File: src/rtl/eq_pkg.sv
// Shared types for the receive symbol scheduler: subcarrier index codes,
// scheduler FSM states and a pilot-count helper.
package eq_pkg;

    // Subcarrier classification handed to the equalizer.
    typedef enum logic [1:0] {
        IDX_NULL  = 2'd0,
        IDX_DATA  = 2'd1,
        IDX_PILOT = 2'd2,
        IDX_RSVD  = 2'd3
    } idx_e;

    // Scheduler states.
    typedef enum logic [1:0] {
        ST_IDLE    = 2'd0,
        ST_RUN     = 2'd1,
        ST_OVERRUN = 2'd2
    } state_e;

    // Number of pilots carried in one symbol.
    function automatic int n_pilot(input int n_act, input int step);
        return n_act / step;
    endfunction

endpackage

File: src/rtl/eq_bin_map.sv
// Combinational bin classifier. Given the bin number and the current phase
// inside the pilot grid, returns the subcarrier index, a pilot strobe and the
// next grid phase. The phase only advances inside the active band, so it is 0
// on the first active bin and reaches step_pilot-1 on every pilot.
module eq_bin_map
    import eq_pkg::*;
#(
    parameter int first_bin  = 28,
    parameter int n_active   = 200,
    parameter int step_pilot = 4,
    parameter int bin_w      = 9,
    parameter int mod_w      = 2
) (
    input  logic [bin_w-1:0] bin_i,
    input  logic [mod_w-1:0] mod_i,
    output logic [1:0]       idx_o,
    output logic             pilot_o,
    output logic [mod_w-1:0] mod_next_o
);

    localparam logic [bin_w-1:0] ACT_LO   = bin_w'(first_bin);
    localparam logic [bin_w-1:0] ACT_HI   = bin_w'(first_bin + n_active);
    localparam logic [mod_w-1:0] MOD_LAST = mod_w'(step_pilot - 1);

    // Classify the bin and advance the pilot-grid phase.
    always_comb begin
        idx_o      = IDX_NULL;
        pilot_o    = 1'b0;
        mod_next_o = mod_i;
        if ((bin_i >= ACT_LO) && (bin_i < ACT_HI)) begin
            if (mod_i == MOD_LAST) begin
                idx_o      = IDX_PILOT;
                pilot_o    = 1'b1;
                mod_next_o = mod_w'(0);
            end else begin
                idx_o      = IDX_DATA;
                pilot_o    = 1'b0;
                mod_next_o = mod_i + mod_w'(1);
            end
        end else begin
            idx_o      = IDX_NULL;
            pilot_o    = 1'b0;
            mod_next_o = mod_i;
        end
    end

endmodule

File: src/rtl/eq_sym_sched.sv
// Symbol scheduler between the FFT output and the subcarrier equalizer.
// Counts bins per OFDM symbol, tags each bin null/data/pilot, reports short
// and long symbols, and only honours enable changes at symbol boundaries.
// Every output is registered one clock after its input bin.
module eq_sym_sched
    import eq_pkg::*;
#(
    parameter int fft_depth  = 12,
    parameter int fft_size   = 256,
    parameter int first_bin  = 28,
    parameter int n_active   = 200,
    parameter int step_pilot = 4,
    parameter int sym_w      = 16
) (
    input  logic                                  clk,
    input  logic                                  rst,
    input  logic                                  en,
    input  logic                                  ival,
    input  logic                                  isop,
    input  logic signed [fft_depth-1:0]           isub_i,
    input  logic signed [fft_depth-1:0]           isub_q,
    output logic                                  oval,
    output logic                                  osop,
    output logic [1:0]                            oindex,
    output logic signed [fft_depth-1:0]           osub_i,
    output logic signed [fft_depth-1:0]           osub_q,
    output logic [$clog2(n_active/step_pilot)-1:0] opilot_idx,
    output logic [sym_w-1:0]                      osym_cnt,
    output logic                                  err_short,
    output logic                                  err_long,
    output logic                                  busy
);

    // Bin counter holds fft_size as a "symbol just finished" marker, hence +1.
    localparam int BW = $clog2(fft_size + 1);
    localparam int MW = (step_pilot > 1) ? $clog2(step_pilot) : 1;
    localparam int PW = $clog2(n_pilot(n_active, step_pilot));
    localparam logic [BW-1:0] LAST_BIN = BW'(fft_size - 1);
    localparam logic [BW-1:0] END_BIN  = BW'(fft_size);

    state_e          state_q, state_d, ctl_state_s;
    logic [BW-1:0]   bin_q, bin_d, cur_bin_s;
    logic [MW-1:0]   mod_q, mod_d, cur_mod_s, map_mod_next_s;
    logic [PW-1:0]   pil_q, pil_d, cur_pil_s;
    logic [sym_w-1:0] sym_q, sym_d;
    logic            start_s, accept_s, err_short_s, err_long_s;
    logic [1:0]      map_idx_s;
    logic            map_pilot_s;

    // Decide what the incoming sample does: start, continue, flag or drop.
    always_comb begin
        ctl_state_s = state_q;
        start_s     = 1'b0;
        accept_s    = 1'b0;
        err_short_s = 1'b0;
        err_long_s  = 1'b0;
        case (state_q)
            ST_IDLE, ST_OVERRUN: begin
                if (ival && isop && en) begin
                    start_s     = 1'b1;
                    accept_s    = 1'b1;
                    ctl_state_s = ST_RUN;
                end else begin
                    ctl_state_s = state_q;
                end
            end
            ST_RUN: begin
                if (!ival) begin
                    ctl_state_s = ST_RUN;
                end else if (bin_q == END_BIN) begin
                    // Previous symbol complete; only a new isop is legal here.
                    if (isop && en) begin
                        start_s  = 1'b1;
                        accept_s = 1'b1;
                    end else if (isop) begin
                        ctl_state_s = ST_IDLE;
                    end else begin
                        ctl_state_s = ST_OVERRUN;
                        err_long_s  = 1'b1;
                    end
                end else if (isop) begin
                    // Early isop: abandon the current symbol.
                    err_short_s = 1'b1;
                    if (en) begin
                        start_s  = 1'b1;
                        accept_s = 1'b1;
                    end else begin
                        ctl_state_s = ST_IDLE;
                    end
                end else begin
                    accept_s = 1'b1;
                end
            end
            default: begin
                ctl_state_s = ST_IDLE;
            end
        endcase
    end

    // A starting sample is bin 0 with all per-symbol counters cleared.
    assign cur_bin_s = start_s ? BW'(0) : bin_q;
    assign cur_mod_s = start_s ? MW'(0) : mod_q;
    assign cur_pil_s = start_s ? PW'(0) : pil_q;

    eq_bin_map #(
        .first_bin  (first_bin),
        .n_active   (n_active),
        .step_pilot (step_pilot),
        .bin_w      (BW),
        .mod_w      (MW)
    ) u_bin_map (
        .bin_i      (cur_bin_s),
        .mod_i      (cur_mod_s),
        .idx_o      (map_idx_s),
        .pilot_o    (map_pilot_s),
        .mod_next_o (map_mod_next_s)
    );

    // Advance counters for an accepted bin and resolve the end-of-symbol state.
    always_comb begin
        state_d = ctl_state_s;
        bin_d   = bin_q;
        mod_d   = mod_q;
        pil_d   = pil_q;
        sym_d   = sym_q;
        if (accept_s) begin
            bin_d = cur_bin_s + BW'(1);
            mod_d = map_mod_next_s;
            pil_d = cur_pil_s + PW'(map_pilot_s);
            if (cur_bin_s == LAST_BIN) begin
                sym_d = sym_q + sym_w'(1);
                if (en) begin
                    state_d = ST_RUN;
                end else begin
                    state_d = ST_IDLE;
                end
            end else begin
                state_d = ST_RUN;
            end
        end else begin
            state_d = ctl_state_s;
        end
    end

    // FSM state and per-symbol counters.
    always_ff @(posedge clk or negedge rst) begin
        if (!rst) begin
            state_q <= ST_IDLE;
            bin_q   <= BW'(0);
            mod_q   <= MW'(0);
            pil_q   <= PW'(0);
            sym_q   <= sym_w'(0);
        end else begin
            state_q <= state_d;
            bin_q   <= bin_d;
            mod_q   <= mod_d;
            pil_q   <= pil_d;
            sym_q   <= sym_d;
        end
    end

    // Output register stage, one clock behind the input bin.
    always_ff @(posedge clk or negedge rst) begin
        if (!rst) begin
            oval       <= 1'b0;
            osop       <= 1'b0;
            oindex     <= 2'd0;
            osub_i     <= fft_depth'(0);
            osub_q     <= fft_depth'(0);
            opilot_idx <= PW'(0);
            osym_cnt   <= sym_w'(0);
            err_short  <= 1'b0;
            err_long   <= 1'b0;
            busy       <= 1'b0;
        end else begin
            oval       <= accept_s;
            osop       <= accept_s && start_s;
            oindex     <= accept_s ? map_idx_s : 2'd0;
            osub_i     <= accept_s ? isub_i : fft_depth'(0);
            osub_q     <= accept_s ? isub_q : fft_depth'(0);
            opilot_idx <= (accept_s && map_pilot_s) ? cur_pil_s : PW'(0);
            osym_cnt   <= sym_q;
            err_short  <= err_short_s;
            err_long   <= err_long_s;
            busy       <= (state_d == ST_RUN);
        end
    end

endmodule

File: config.mk
export PLATFORM = sky130hd
export DESIGN_NAME = eq_sym_sched
export DESIGN_NICKNAME = d
export VERILOG_FILES = /design/src/rtl/eq_pkg.sv /design/src/rtl/eq_bin_map.sv /design/src/rtl/eq_sym_sched.sv
export SDC_FILE = /design/constraint.sdc
export NUM_CORES = 1
export LEC_CHECK = 0
export CAP_MARGIN = 40
export CORE_MARGIN = 2
export CORE_UTILIZATION = 35
export CTS_CLUSTER_DIAMETER = 100
export DETAILED_ROUTE_END_ITERATION = 7
export GPL_ROUTABILITY_DRIVEN = 0
export SETUP_SLACK_MARGIN = 0.05
export SLEW_MARGIN = 20
export SYNTH_ARGS = -nofsm -noshare
export SYNTH_HDL_FRONTEND = slang
export SYNTH_SLANG_ARGS = --single-unit
File: constraint.sdc
create_clock -name clk -period 4.5 [get_ports clk]
set_clock_uncertainty 0.2 [all_clocks]
set_input_delay 0.45 -clock clk [delete_from_list [all_inputs] [get_ports clk]]
set_output_delay 0.45 -clock clk [all_outputs]
set_load 0.03 [all_outputs]
; Word-level counts from Yosys, hierarchy flattened
; Index checks and enable logic that the tools add are counted.
[totals]
regBits = 88
input_bits = 29
output_inout_bits = 53
elab_cells = 80
[classes]
n_addsub = 4
order_cmp = 2
n_eq_ne = 6
mux = 44
reduce_logical = 9
[op_table]
columns = op, count
row1 = 2-to-1 mux 2 bit, 15
row2 = 2-to-1 mux 12 bit, 2
row3 = 2-to-1 mux 1 bit, 21
row4 = "adder 16 x 1 -> 16 bit, second input constant", 1
row5 = 2-to-1 mux 6 bit, 2
row6 = "adder 9 x 1 -> 9 bit, second input constant", 1
row7 = "equality test 9 x 8 -> 1 bit, second input constant", 1
row8 = "equality test 9 bit, second input constant", 1
row9 = "greater-or-equal comparator 9 x 5 -> 1 bit, second input constant", 1
row10 = "< comparator 9 x 8 -> 1 bit, second input constant", 1
row11 = 2-to-1 mux 9 bit, 1
row12 = adder 6 x 1 -> 6 bit, 1
row13 = logical AND 1 bit, 6
row14 = "equality test 2 x 1 -> 1 bit, second input constant", 2
row15 = "equality test 2 bit, second input constant", 2
row16 = one-hot mux 1 bit (2 select lines), 2
row17 = one-hot mux 2 bit (2 select lines), 1
row18 = "adder 2 x 1 -> 2 bit, second input constant", 1
row19 = zero test 2 bit, 1
row20 = AND reduction 2 bit, 1
row21 = OR reduction 2 bit, 1

; Depth between registers and ports, before layout
[logic_depth]
ltp_word = 11
mapped_depth = 11
ltp_nobuf = 10

; Cells and area by module
; Synthesis repeated with hierarchy kept, for this count alone.
[hier_totals]
cells_unflattened = 286
area_unflattened_um2 = 3458.3
[modules_own_cells]
columns = mod, instances, cells_each, area_per_inst_um2
row1 = eq_sym_sched, 1, 272, 3359.5
row2 = eq_bin_map, 1, 14, 98.8

; Worst setup path after synthesis
; Ideal clock, no wire load.
[synth_path]
kind = reg-to-reg
start = register state_q[0]
end = register sym_q[12]
arrival_time_ps = 2332
required_ps = 4176
slack_ps = 1845
stages_incl_launch_ff = 12
n_path_buf = 2
cell_sequence = dfrtp_1 and2_1 or2_2 clkbuf_1 nand2_1 inv_1 ha_1 and4_2 and3_1 clkbuf_1 and4bb_2 xor2_1
[synth_between]
elab_chain_cells = 6
elab_cells_between_ends = 9
cone_classes = eq/ne (3) / mux (3) / reduce/logical (3)
[synth_lines]
columns = element, line
row1 = from (decl), eq_sym_sched.sv:41  ; state_e state_q, state_d, ctl_state_s;
row2 = from (signal assigned), eq_sym_sched.sv:154  ; state_q <= state_d;
row3 = equality test 2 bit or zero test 2 bit (tied branches), eq_sym_sched.sv:57  ; case (state_q)
row4 = OR reduction 2 bit, eq_sym_sched.sv:57
row5 = one-hot mux 1 bit (2 select lines), eq_sym_sched.sv:57
row6 = 2-to-1 mux 9 bit, eq_sym_sched.sv:101  ; assign cur_bin_s = start_s ? BW'(0) : bin_q;
row7 = equality test 9 x 8 -> 1 bit, eq_sym_sched.sv:130  ; if (cur_bin_s == LAST_BIN) begin
row8 = AND reduction 2 bit (no source line) (*), -
row9 = to (signal assigned), eq_sym_sched.sv:152  ; sym_q <= sym_w'(0);
row10 = to (signal assigned), eq_sym_sched.sv:158  ; sym_q <= sym_d;
row11 = to (decl), eq_sym_sched.sv:45  ; logic [sym_w-1:0] sym_q, sym_d;
; Mark *: on every way between the ends. The rest lies on a longest branch, timed or not.
; A chain may end at the register's enable or synchronous reset.

; Worst setup path in the final report
[layout_path]
start = input ival
end = register pil_q[1]
[layout_between]
elab_chain_cells = 9
elab_cells_between_ends = 17
cone_classes = add/sub (1) / order compare (2) / eq/ne (1) / mux (10) / reduce/logical (3)
[layout_lines]
columns = element, line
row1 = from (decl), eq_sym_sched.sv:18  ; input logic ival,
row2 = logical AND 1 bit (2 in a row), eq_sym_sched.sv:59  ; if (ival && isop && en) begin
row3 = 2-to-1 mux 1 bit, eq_sym_sched.sv:59
row4 = one-hot mux 1 bit (2 select lines), eq_sym_sched.sv:57
row5 = 2-to-1 mux 9 bit or 2-to-1 mux 2 bit (tied branches), "eq_sym_sched.sv:101, eq_sym_sched.sv:102"
row6 = "greater-or-equal comparator 9 x 5 -> 1 bit, or another cell as far along", eq_bin_map.sv:30  ; if ((bin_i >= ACT_LO) && (bin_i < ACT_HI)) begin
row7 = logical AND 1 bit or 2-to-1 mux 1 bit (tied branches), "eq_bin_map.sv:30, eq_bin_map.sv:31"
row8 = 2-to-1 mux 1 bit, eq_bin_map.sv:30
row9 = adder 6 x 1 -> 6 bit, eq_sym_sched.sv:129  ; pil_d = cur_pil_s + PW'(map_pilot_s);
row10 = to (signal assigned), eq_sym_sched.sv:157  ; pil_q <= pil_d;
row11 = to (decl), eq_sym_sched.sv:44  ; logic [PW-1:0] pil_q, pil_d, cur_pil_s;
; Parallel ways exist; a longest one is shown, timed or not.

==> reports/qor.yml <==
worstReg2RegEnd: "pil_q[5]"
cts_num_sinks: 88
ys.flop_type: "dfrtp_1"
vdd_drop_max_mv: 0.168
slowest_stage: "clkdlybuf4s50_1"
synth_area_um2: 3430
hold_viol: 0
rows: 36
min_period_ns: 2.87
die_h_um: 103
final_core_util_pct: 48.0
crit_required_ns: 4.54
cts_resized: 0
dp_hpwl_mm: 4.65
cp-start-kind: "input pin"
crit_arrival_ns: 2.91
wl_per_cell_um: 13.0
reg2reg_depth: 10
yosysSeqAreaShare_pct: 64.2
crit_top_cell: "ha_1"
die-area_um2: 10600
setup_viol: 0
slowest_delay_ns: 0.56
synth_seq_cells: 88
ys_types: 42
synth-edff-count: 0
slew_headroom_pct: 64.1
drv_cap: 0
synth_top_area_share_pct: 64.2
cts_htree_levels: 3
clkTransAtPathRegs_ns: 0.08
hold_buffers: 1
avgSynthCellArea_um2: 12.6
worstSetupPathType: "input pin to flop"
hold_ws_ns: 0.184
p_leak_nw: 2.10
antennaDiodeCount: 0
async_flop_share_pct: 100
status: "complete, no violations"
cp_max_fo: 11
coreArea_um2: 9640
via_per_inst: 4.58
end_kind: "flop"
grt_pass1_vias: 2199
synth.most_common_cell: "dfrtp_1"
setup_ws_ns: 1.63
hold_path_class: "flop to flop"
drive_gt1_share_pct: 9.86
synth_common_cells: "88 x dfrtp_1, 24 x nor2b_1, 15 x nand2_1, 15 x xor2_1"
ios: 82
die_w_um: 103
yosysWarnings: 0
hp-start: "sym_q[14]"
crit_chain: "clkdlybuf4s50_1 > nand3_1 > or2_2 > and2_1 > ha_1 > nor3b_1 > ha_1 > ha_1 > mux2_2"
finalCritPeriodShare_pct: 63.7
cts_tree: "built"
cts_buffers: 9
preCtsSetupSlack_ns: 1.29
synth_area_leader_cell: "dfrtp_1"
synth_cells: 272
area_growth_pct: 35.0
via_count: 2280
initialDrtViolationCount: 105
syn_nets: 307
ant_nets: 0
clk_path_buf_depth: 2
wirelength_mm: 6.49
r2r-start: "state_q[0]"
max_freq_ghz: 0.349
antenna_found_initial: 0
grt_max_degree: 48
min_to: "osym_cnt[14]"
root_buffer: "clkbuf_8"
insertion_delay_ns: 0.35
reg2reg_slack_ns: 1.79
final.setup.tns_ns: 0
drc_errors: 0
synth_area_leaders: "dfrtp_1 64%, nor2b_1 4.4%, xor2_1 3.8%"
rsz0062_at_grt: "no"
dr.pass1.iters: 4
start_util_pct: 35.6
grt_use_total_pct: 13.1
fin_nets: 395
grt-ovfl-total: 0
tightest_slew_ns: 0.538
cts_setup_buffers: 0
portBuffers: 81
holdPathStages: 0
grt_pass1_wl_mm: 10.6
maxSlewViolCount: 0
p_per_area_nw_per_um2: 366
-- layout make-up --
class                   count  area (um^2)
clock inverters             7         78.8
clock buffers               9          124
flip-flops and latches     88         2200
repair buffers             85          868
fillers                   911         5010
well taps                 133          166
inverters                   7         26.3
multi-input cells         169         1160
-- where the power goes --
group          internal (W)  switching, W
clock              0.000263      0.000287
combinational      0.000119      0.000149
sequential         0.000834     0.0000444
-- per-layer routing --
layer | part of all wire (%) | up-vias | wire (um) | GRT usage (%)
met5 | 0 | - | 0 | 0
met4 | 1.3 | 0 | 82 | 5.26
met3 | 6.0 | 9 | 392 | 4.68
met2 | 50 | 57 | 3230 | 20.7
met1 | 43 | 1122 | 2780 | 16.5
li1 | - | 1092 | - | -
-- kinds of logic (layout without fill, tap and decap cells) --
family | Yosys count | count (layout) | synth area share, %
compound gates | 15 | 15 | 3.03
buf+inv | 15 | 108 | 1.93
flops | 88 | 88 | 64.2
simple gates | 117 | 117 | 20.2
fa+ha+maj | 6 | 6 | 2.19
xor+xnor | 25 | 25 | 6.39
mux | 6 | 6 | 2.04
-- sequential cells by signal (all words and copies together) (netlist names), 2 cells and up --
signal / count
bin_q: 9
oindex: 2
state_q: 2
pil_q: 6
opilot_idx: 6
osub_q: 12
mod_q: 2
osub_i: 12
sym_q: 16
osym_cnt: 16
-- metrics by stage --
step	instance area (um^2)	std cells	total power (W)
6_report	4630	498	0.00170
5_1_grt	4630	498	0.00179
4_1_cts	4630	498	0.00172
3_5_place_dp	4420	481	0.00116
3_3_place_gp	4370	479	0.00115
2_1_floorplan	3430	272	0.00104
-- cells in the final DEF (no fill, tap or decap), types with 2 or more instances in the layout --
cell type        count
and4bb_2             2
inv_6                3
nor2_1              12
nor2b_1             24
buf_4                2
nand4_1              7
nand3_1             13
clkbuf_8             9
inv_1                6
nand2_1             15
mux2_2               4
o2bb2ai_1            2
nor4_1               6
o21ai_0              5
dfrtp_1             88
xor2_1              15
clkdlybuf4s50_1     80
xnor2_1             10
nor3b_1              2
and2_1              12
or3_1                2
ha_1                 6
nor3_1               6
a21oi_1              3
clkinv_4             2
and3_1               5
-- worst max-delay path by stage --
stage          startpoint   endpoint  slack, ns  cells past startpoint
2_1_floorplan  state_q[0]  sym_q[12]       1.84                     11
3_3_place_gp         ival   pil_q[1]       1.37                      9
3_5_place_dp         ival   pil_q[5]       1.29                     11
4_1_cts              ival   pil_q[5]       1.64                     11
5_1_grt              ival   pil_q[5]       1.47                     11
6_report             ival   pil_q[1]       1.63                      9
-- critical path: cells and delay by family --
family / cells / cell delay, ns
adders and majority gates: 3 / 0.72
muxes: 1 / 0.25
buffers and inverters: 1 / 0.56
and+or+nand+nor: 4 / 0.91
Power figures use the tool's default switching activity.
